## config.mk

```make
export PLATFORM = sky130hd
export DESIGN_NAME = rotary_encoder_emulator
export DESIGN_NICKNAME = d
export VERILOG_FILES = /design/src/rtl/rotary_encoder_emulator.sv
export SDC_FILE = /design/constraint.sdc
export NUM_CORES = 1
export LEC_CHECK = 0
export BUFFER_PORTS_ARGS = -buffer_cell sky130_fd_sc_hd__buf_4
export CAP_MARGIN = 20
export CORE_MARGIN = 1
export CORE_UTILIZATION = 50
export CTS_BUF_LIST = sky130_fd_sc_hd__clkbuf_4 sky130_fd_sc_hd__clkbuf_8
export DETAILED_ROUTE_END_ITERATION = 10
export GPL_TIMING_DRIVEN = 0
export PLACE_DENSITY = 0.7
export SYNTH_ARGS = -nofsm -noshare
export SYNTH_HDL_FRONTEND = slang
export SYNTH_SLANG_ARGS = --single-unit
```

## constraint.sdc

```tcl
create_clock -name clk_2kHZ -period 3.42 [get_ports clk_2kHZ]
set_clock_uncertainty 0.15 [all_clocks]
set_input_delay 0.171 -clock clk_2kHZ [delete_from_list [all_inputs] [get_ports clk_2kHZ]]
set_output_delay 0.171 -clock clk_2kHZ [all_outputs]
set_load 0.02 [all_outputs]
```

## src/rtl/rotary_encoder_emulator.sv

```systemverilog
// Rotary encoder emulator: drives A/B quadrature phases and the active-low
// push switch from a small command queue, so the rotary decoder can be
// exercised on-board or in loopback without a physical encoder attached.
module rotary_encoder_emulator #(
    parameter int PHASE_TICKS = 4,
    parameter int HOLD_TICKS  = 100,
    parameter int FIFO_DEPTH  = 4
) (
    input  logic                          clk_2kHZ,
    input  logic                          rst,
    input  logic                          cmd_valid,
    input  logic [1:0]                    cmd,
    output logic                          cmd_ready,
    output logic                          oA,
    output logic                          oB,
    output logic                          oSW,
    output logic                          busy,
    output logic [$clog2(FIFO_DEPTH):0]   level
);

    localparam int AW     = $clog2(FIFO_DEPTH);
    localparam int LW     = AW + 1;
    localparam int MAX_T  = (HOLD_TICKS > PHASE_TICKS) ? HOLD_TICKS : PHASE_TICKS;
    localparam int CNT_W  = $clog2(MAX_T) + 1;

    localparam logic [1:0] IDLE = 2'd0;
    localparam logic [1:0] ROT  = 2'd1;
    localparam logic [1:0] REST = 2'd2;
    localparam logic [1:0] KEY  = 2'd3;

    localparam logic [1:0] CMD_RELEASE = 2'b00;
    localparam logic [1:0] CMD_CW      = 2'b01;
    localparam logic [1:0] CMD_CCW     = 2'b10;
    localparam logic [1:0] CMD_PRESS   = 2'b11;

    localparam logic [CNT_W-1:0] PHASE_LAST = CNT_W'(PHASE_TICKS - 1);
    localparam logic [CNT_W-1:0] HOLD_LAST  = CNT_W'(HOLD_TICKS - 1);

    // Command queue storage and bookkeeping
    logic [1:0]    mem [FIFO_DEPTH];
    logic [AW-1:0] wr_ptr;
    logic [AW-1:0] rd_ptr;
    logic [LW-1:0] count;
    logic [1:0]    head;
    logic          push;
    logic          pop;

    // Sequencer state
    logic [1:0]       state;
    logic [1:0]       phase;
    logic             dir_ccw;
    logic [CNT_W-1:0] cnt;

    // {A,B} level for a given direction and phase index, starting from rest A=B=1.
    // CW:  B falls, A falls, B rises, A rises  (A rises with B high)
    // CCW: A falls, B falls, A rises, B rises  (A falls with B high)
    function automatic logic [1:0] phase_ab(input logic ccw, input logic [1:0] p);
        logic [1:0] ab;
        ab = 2'b11;
        if (!ccw) begin
            case (p)
                2'd0:    ab = 2'b10;
                2'd1:    ab = 2'b00;
                2'd2:    ab = 2'b01;
                default: ab = 2'b11;
            endcase
        end else begin
            case (p)
                2'd0:    ab = 2'b01;
                2'd1:    ab = 2'b00;
                2'd2:    ab = 2'b10;
                default: ab = 2'b11;
            endcase
        end
        return ab;
    endfunction

    assign head      = mem[rd_ptr];
    assign cmd_ready = (count != LW'(FIFO_DEPTH));
    assign push      = cmd_valid && cmd_ready;
    assign pop       = (state == IDLE) && (count != '0);
    assign level     = count;
    assign busy      = (state != IDLE) || (count != '0);

    // Queue storage write; contents need no reset since count gates reads
    always_ff @(posedge clk_2kHZ) begin
        if (push) begin
            mem[wr_ptr] <= cmd;
        end
    end

    // Queue pointers and occupancy, wrapping modulo FIFO_DEPTH
    always_ff @(posedge clk_2kHZ or posedge rst) begin
        if (rst) begin
            wr_ptr <= '0;
            rd_ptr <= '0;
            count  <= '0;
        end else begin
            if (push) begin
                wr_ptr <= wr_ptr + AW'(1);
            end
            if (pop) begin
                rd_ptr <= rd_ptr + AW'(1);
            end
            case ({push, pop})
                2'b10:   count <= count + LW'(1);
                2'b01:   count <= count - LW'(1);
                default: count <= count;
            endcase
        end
    end

    // Waveform sequencer: outputs change on the same edge as the state/phase step
    always_ff @(posedge clk_2kHZ or posedge rst) begin
        if (rst) begin
            state   <= IDLE;
            phase   <= '0;
            dir_ccw <= 1'b0;
            cnt     <= '0;
            oA      <= 1'b1;
            oB      <= 1'b1;
            oSW     <= 1'b1;
        end else begin
            case (state)
                IDLE: begin
                    if (count != '0) begin
                        cnt <= '0;
                        case (head)
                            CMD_CW, CMD_CCW: begin
                                state    <= ROT;
                                phase    <= 2'd0;
                                dir_ccw  <= (head == CMD_CCW);
                                {oA, oB} <= phase_ab(head == CMD_CCW, 2'd0);
                            end
                            CMD_PRESS: begin
                                state <= KEY;
                                oSW   <= 1'b0;
                            end
                            default: begin
                                state <= KEY;
                                oSW   <= 1'b1;
                            end
                        endcase
                    end
                end
                ROT: begin
                    if (cnt == PHASE_LAST) begin
                        cnt <= '0;
                        if (phase == 2'd3) begin
                            state <= REST;
                        end else begin
                            phase    <= phase + 2'd1;
                            {oA, oB} <= phase_ab(dir_ccw, phase + 2'd1);
                        end
                    end else begin
                        cnt <= cnt + CNT_W'(1);
                    end
                end
                REST: begin
                    if (cnt == PHASE_LAST) begin
                        cnt   <= '0;
                        state <= IDLE;
                    end else begin
                        cnt <= cnt + CNT_W'(1);
                    end
                end
                default: begin
                    if (cnt == HOLD_LAST) begin
                        cnt   <= '0;
                        state <= IDLE;
                    end else begin
                        cnt <= cnt + CNT_W'(1);
                    end
                end
            endcase
        end
    end

endmodule

```

==> flow_summary_export.csv <==
group,metric,value,unit
clock_tree,clock_latency,0.34,ns
clock_tree,clockBufferDepth,2,
critical_path,worstSetupEndpointType,"flip-flop",
synthesis,synth-simple-area-share,17.88,%
sta,tns,0,ns
global_routing,antenna_found_initial,0,
synthesis,synth-edff-count,8,
synthesis,async_reset_ff_share,74.19,%
synthesis,ys_ff_latch,31,
critical_path,cp_data_arrival_time,2.56,ns
global_routing,grt_max_degree,24,
clock_tree,cts_tree,"done",
sta,drv_slew,0,
die,die_w,61.51,um
placed_design,dp_hpwl,2.341,mm
sta,post-route-period-util,71.50,%
route,routed_wirelength,3.095,mm
clock_tree,htree_levels,2,
final_layout,area_growth_syn_to_layout,14.91,%
die,rows,21,
route,drc,0,
synthesis,avgSynthCellArea,11.21,um2
hold_path,min_from,"cmd_valid",
synthesis,synthMuxAreaShare,9.187,%
power,p_leak,0.8853,nW
critical_path,crit_family,"adder cells",
die,ios,13,
synthesis,ys_types,41,
critical_path,path_class,"reg2reg",
route,vias,1209,
route,viasPerCell,5.326,
critical_path,cp_max_fo,6,
critical_path,timing.rr.start,"state[0]",
global_routing,grtUsageTotal,18.80,%
final_layout,layout-drive-gt1-share,18.23,%
critical_path,worstPathRequired,3.53,ns
sta,setup_viol,0,
route,wl_per_cell,13.63,um
clock_tree,ctsResizeCount,0,
sta,fin_ws,0.9748,ns
clock_tree,clkTransAtPathRegs,0.10,ns
synthesis,mappedNetlistArea,0.001770,mm2
die,initial_utilization,52.64,%
sta,fin_crit,2.445,ns
global_routing,grt_overflow,0,
run_status,run_status,"finished, final reports clean",
critical_path,path_buf_inv,2,
clock_tree,cts.sinks,31,
synthesis,ys_warn_count,0,
final_layout,design_area,0.002034,mm2
clock_tree,cts-buffers-inserted,5,
sta,hold_viol_final,0,
global_routing,grt_pass1_wl,5.009,mm
critical_path,slowest_stage,"dfrtp_1",
synthesis,synth_top_family_by_area,"simple AND/OR/NAND/NOR gates",
power,p_total,1.871,mW
synthesis,yosysSeqAreaShare,46.29,%
route,drtIter0Drc,26,
route,dr.pass1.iters,4,
synthesis,yosys.area_share.adder,10.32,%
die,core_area,0.003363,mm2
die,die_area,0.003783,mm2
placed_design,gp_congestion,0.8482,
final_layout,layout.nets,199,
synthesis,synth_top_flop_cell,"dfrtp_1",
global_routing,grt_pass1_vias,1136,
final_layout,antenna_cells,0,
critical_path,crit_chain,"inv_1 -> ha_1 -> o31a_1 -> ha_1 -> inv_1 -> fa_1 -> xor2_1 -> nor2_1 -> xor2_1",
clock_tree,clockRootBuffer,"clkbuf_4",
synthesis,synth_compound_area_share,9.399,%
sta,worst_pin_slew,0.8898,ns
sta,fmax,0.4090,GHz
synthesis,syn_nets,177,
placed_design,placed_area,0.001918,mm2
critical_path,startpoint_type,"flip-flop",
placed_design,place_ws,1.007,ns
hold_path,hold_path.class,"in2reg",
power,p_per_area,919.8,mW/mm2
final_layout,multi_input_area,898.4,um2
power,vdd_drop_max,0.5344,mV
die,chipHeight,61.51,um
critical_path,cpPeakStageDelay,0.44,ns
placed_design,numPortBuffers,12,
run,maxCapViolations,0,
synthesis,synthCells,158,
critical_path,crit_start,"state[0]",
final_layout,regArea,819.5,um2
sta,max_slew_margin,40.61,%
final_layout,fill_cells,302,
sta,rsz0062_at_grt,"no",
route,drtAntennaViolNets,0,
sta,fin_hold_ws,0.07575,ns
synthesis,synth_xor_area_share,3.958,%
==> timing repair <==
item / 4_1_cts / 5_1_grt
endpoints found under the hold margin: 28 / 0
hold buffers: 3 / 0
buffers inserted: 0 / 0
setup endpoints to repair: 0 / 0
==> cells in the final DEF (no fill, tap or decap), types with 3 or more instances in the layout <==
master / n
a21oi_1: 4
and3_1: 4
buf_4: 12
clkbuf_4: 5
dfrtp_1: 20
dfstp_2: 3
dlygate4sd3_1: 3
edfxtp_1: 8
ha_1: 13
inv_1: 12
mux2_1: 5
mux2i_1: 5
nand2_1: 20
nand3_1: 4
nor2_1: 8
nor2b_1: 6
nor3_1: 3
o21ai_0: 4
o21ai_1: 5
xnor2_1: 4
xor2_1: 4
==> synthesized netlist by cell type, types with 2 or more instances <==
cell type,count,area (um2)
nand3_1,4,20.02
xor2_1,4,35.03
a21oi_1,4,20.02
nor2_1,8,30.03
nor3_1,3,15.01
ha_1,13,162.7
mux2_1,5,56.30
nor2b_1,6,37.54
nand2_1,20,75.07
mux2i_1,5,50.05
xnor2_1,4,35.03
edfxtp_1,8,240.2
mux4_2,2,45.04
dfrtp_1,20,500.5
clkbuf_1,2,7.510
o21ai_0,4,20.02
dfstp_2,3,78.83
and3_1,4,25.02
o21ai_1,5,25.02
inv_1,12,45.04
o211ai_1,2,15.01
==> per-stage QoR <==
step	utilization [%]	std cells
after global routing	60.49	227
after global placement	57.03	216
final	60.49	227
after CTS	60.49	227
after detailed placement	57.03	216
after floorplan	-	158
==> layer usage <==
layer | share of wire [%] | up-vias | global-route usage (%)
met1 | 47 | 588 | 24.36
met3 | 2.8 | 7 | 4.412
met5 | 0 | - | 0
li1 | - | 596 | -
met4 | 2.1 | 0 | 10.16
met2 | 49 | 18 | 29.19
==> report_power, final <==
group	switching (mW)	leakage [nW]	internal, mW	total, mW
Sequential	0.118	0.361	0.523	0.641
Combinational	0.499	0.476	0.429	0.928
Clock	0.129	0.0482	0.173	0.302
Total	0.747	0.885	1.12	1.87
==> worst register-to-register path: stages (launching register included) <==
cell and delay, ns:
dfrtp_1 0.44, inv_1 0.10, ha_1 0.29, o31a_1 0.33, ha_1 0.23, inv_1 0.06
fa_1 0.37, xor2_1 0.15, nor2_1 0.11, xor2_1 0.14
==> kinds of logic (layout without fill, tap and decap cells) <==
kind of cell | count (synthesis) | in the layout
mux | 13 | 13
flops | 31 | 31
compound gates | 22 | 22
xor+xnor | 8 | 8
buf+inv | 14 | 37
fa+ha+maj | 14 | 14
simple gates | 56 | 56
==> flip-flops by register name, indices dropped and copies added (netlist names) <==
signal	flops
dir_ccw	1
oB	1
rd_ptr	2
mem	8
oA	1
phase	2
level	3
state	2
oSW	1
cnt	8
wr_ptr	2
==> final timing paths <==
path	end	slack, ns	cells past startpoint
worst max-delay path	level[2]	0.97	9
worst min register to register	oSW	0.33	2
worst min-delay path	wr_ptr[0]	0.08	3
min in group asynchronous	state[1]	0.42	3
max in group asynchronous	phase[1]	2.15	3
worst max register to register	level[2]	0.97	9
==> area by class of cell <==
| cell class | count | area share, % |
|---|---|---|
| Multi-Input combinational cell | 113 | 44.16 |
| Sequential cell | 31 | 40.28 |
| Timing Repair Buffer | 15 | 5.904 |
| Tap cell | 46 | 2.829 |
| Clock buffer | 6 | 2.522 |
| Inverter | 12 | 2.214 |
| Clock inverter | 2 | 1.722 |
| Buffer | 2 | 0.3690 |
No activity file was read; power rests on OpenSTA's default activity.
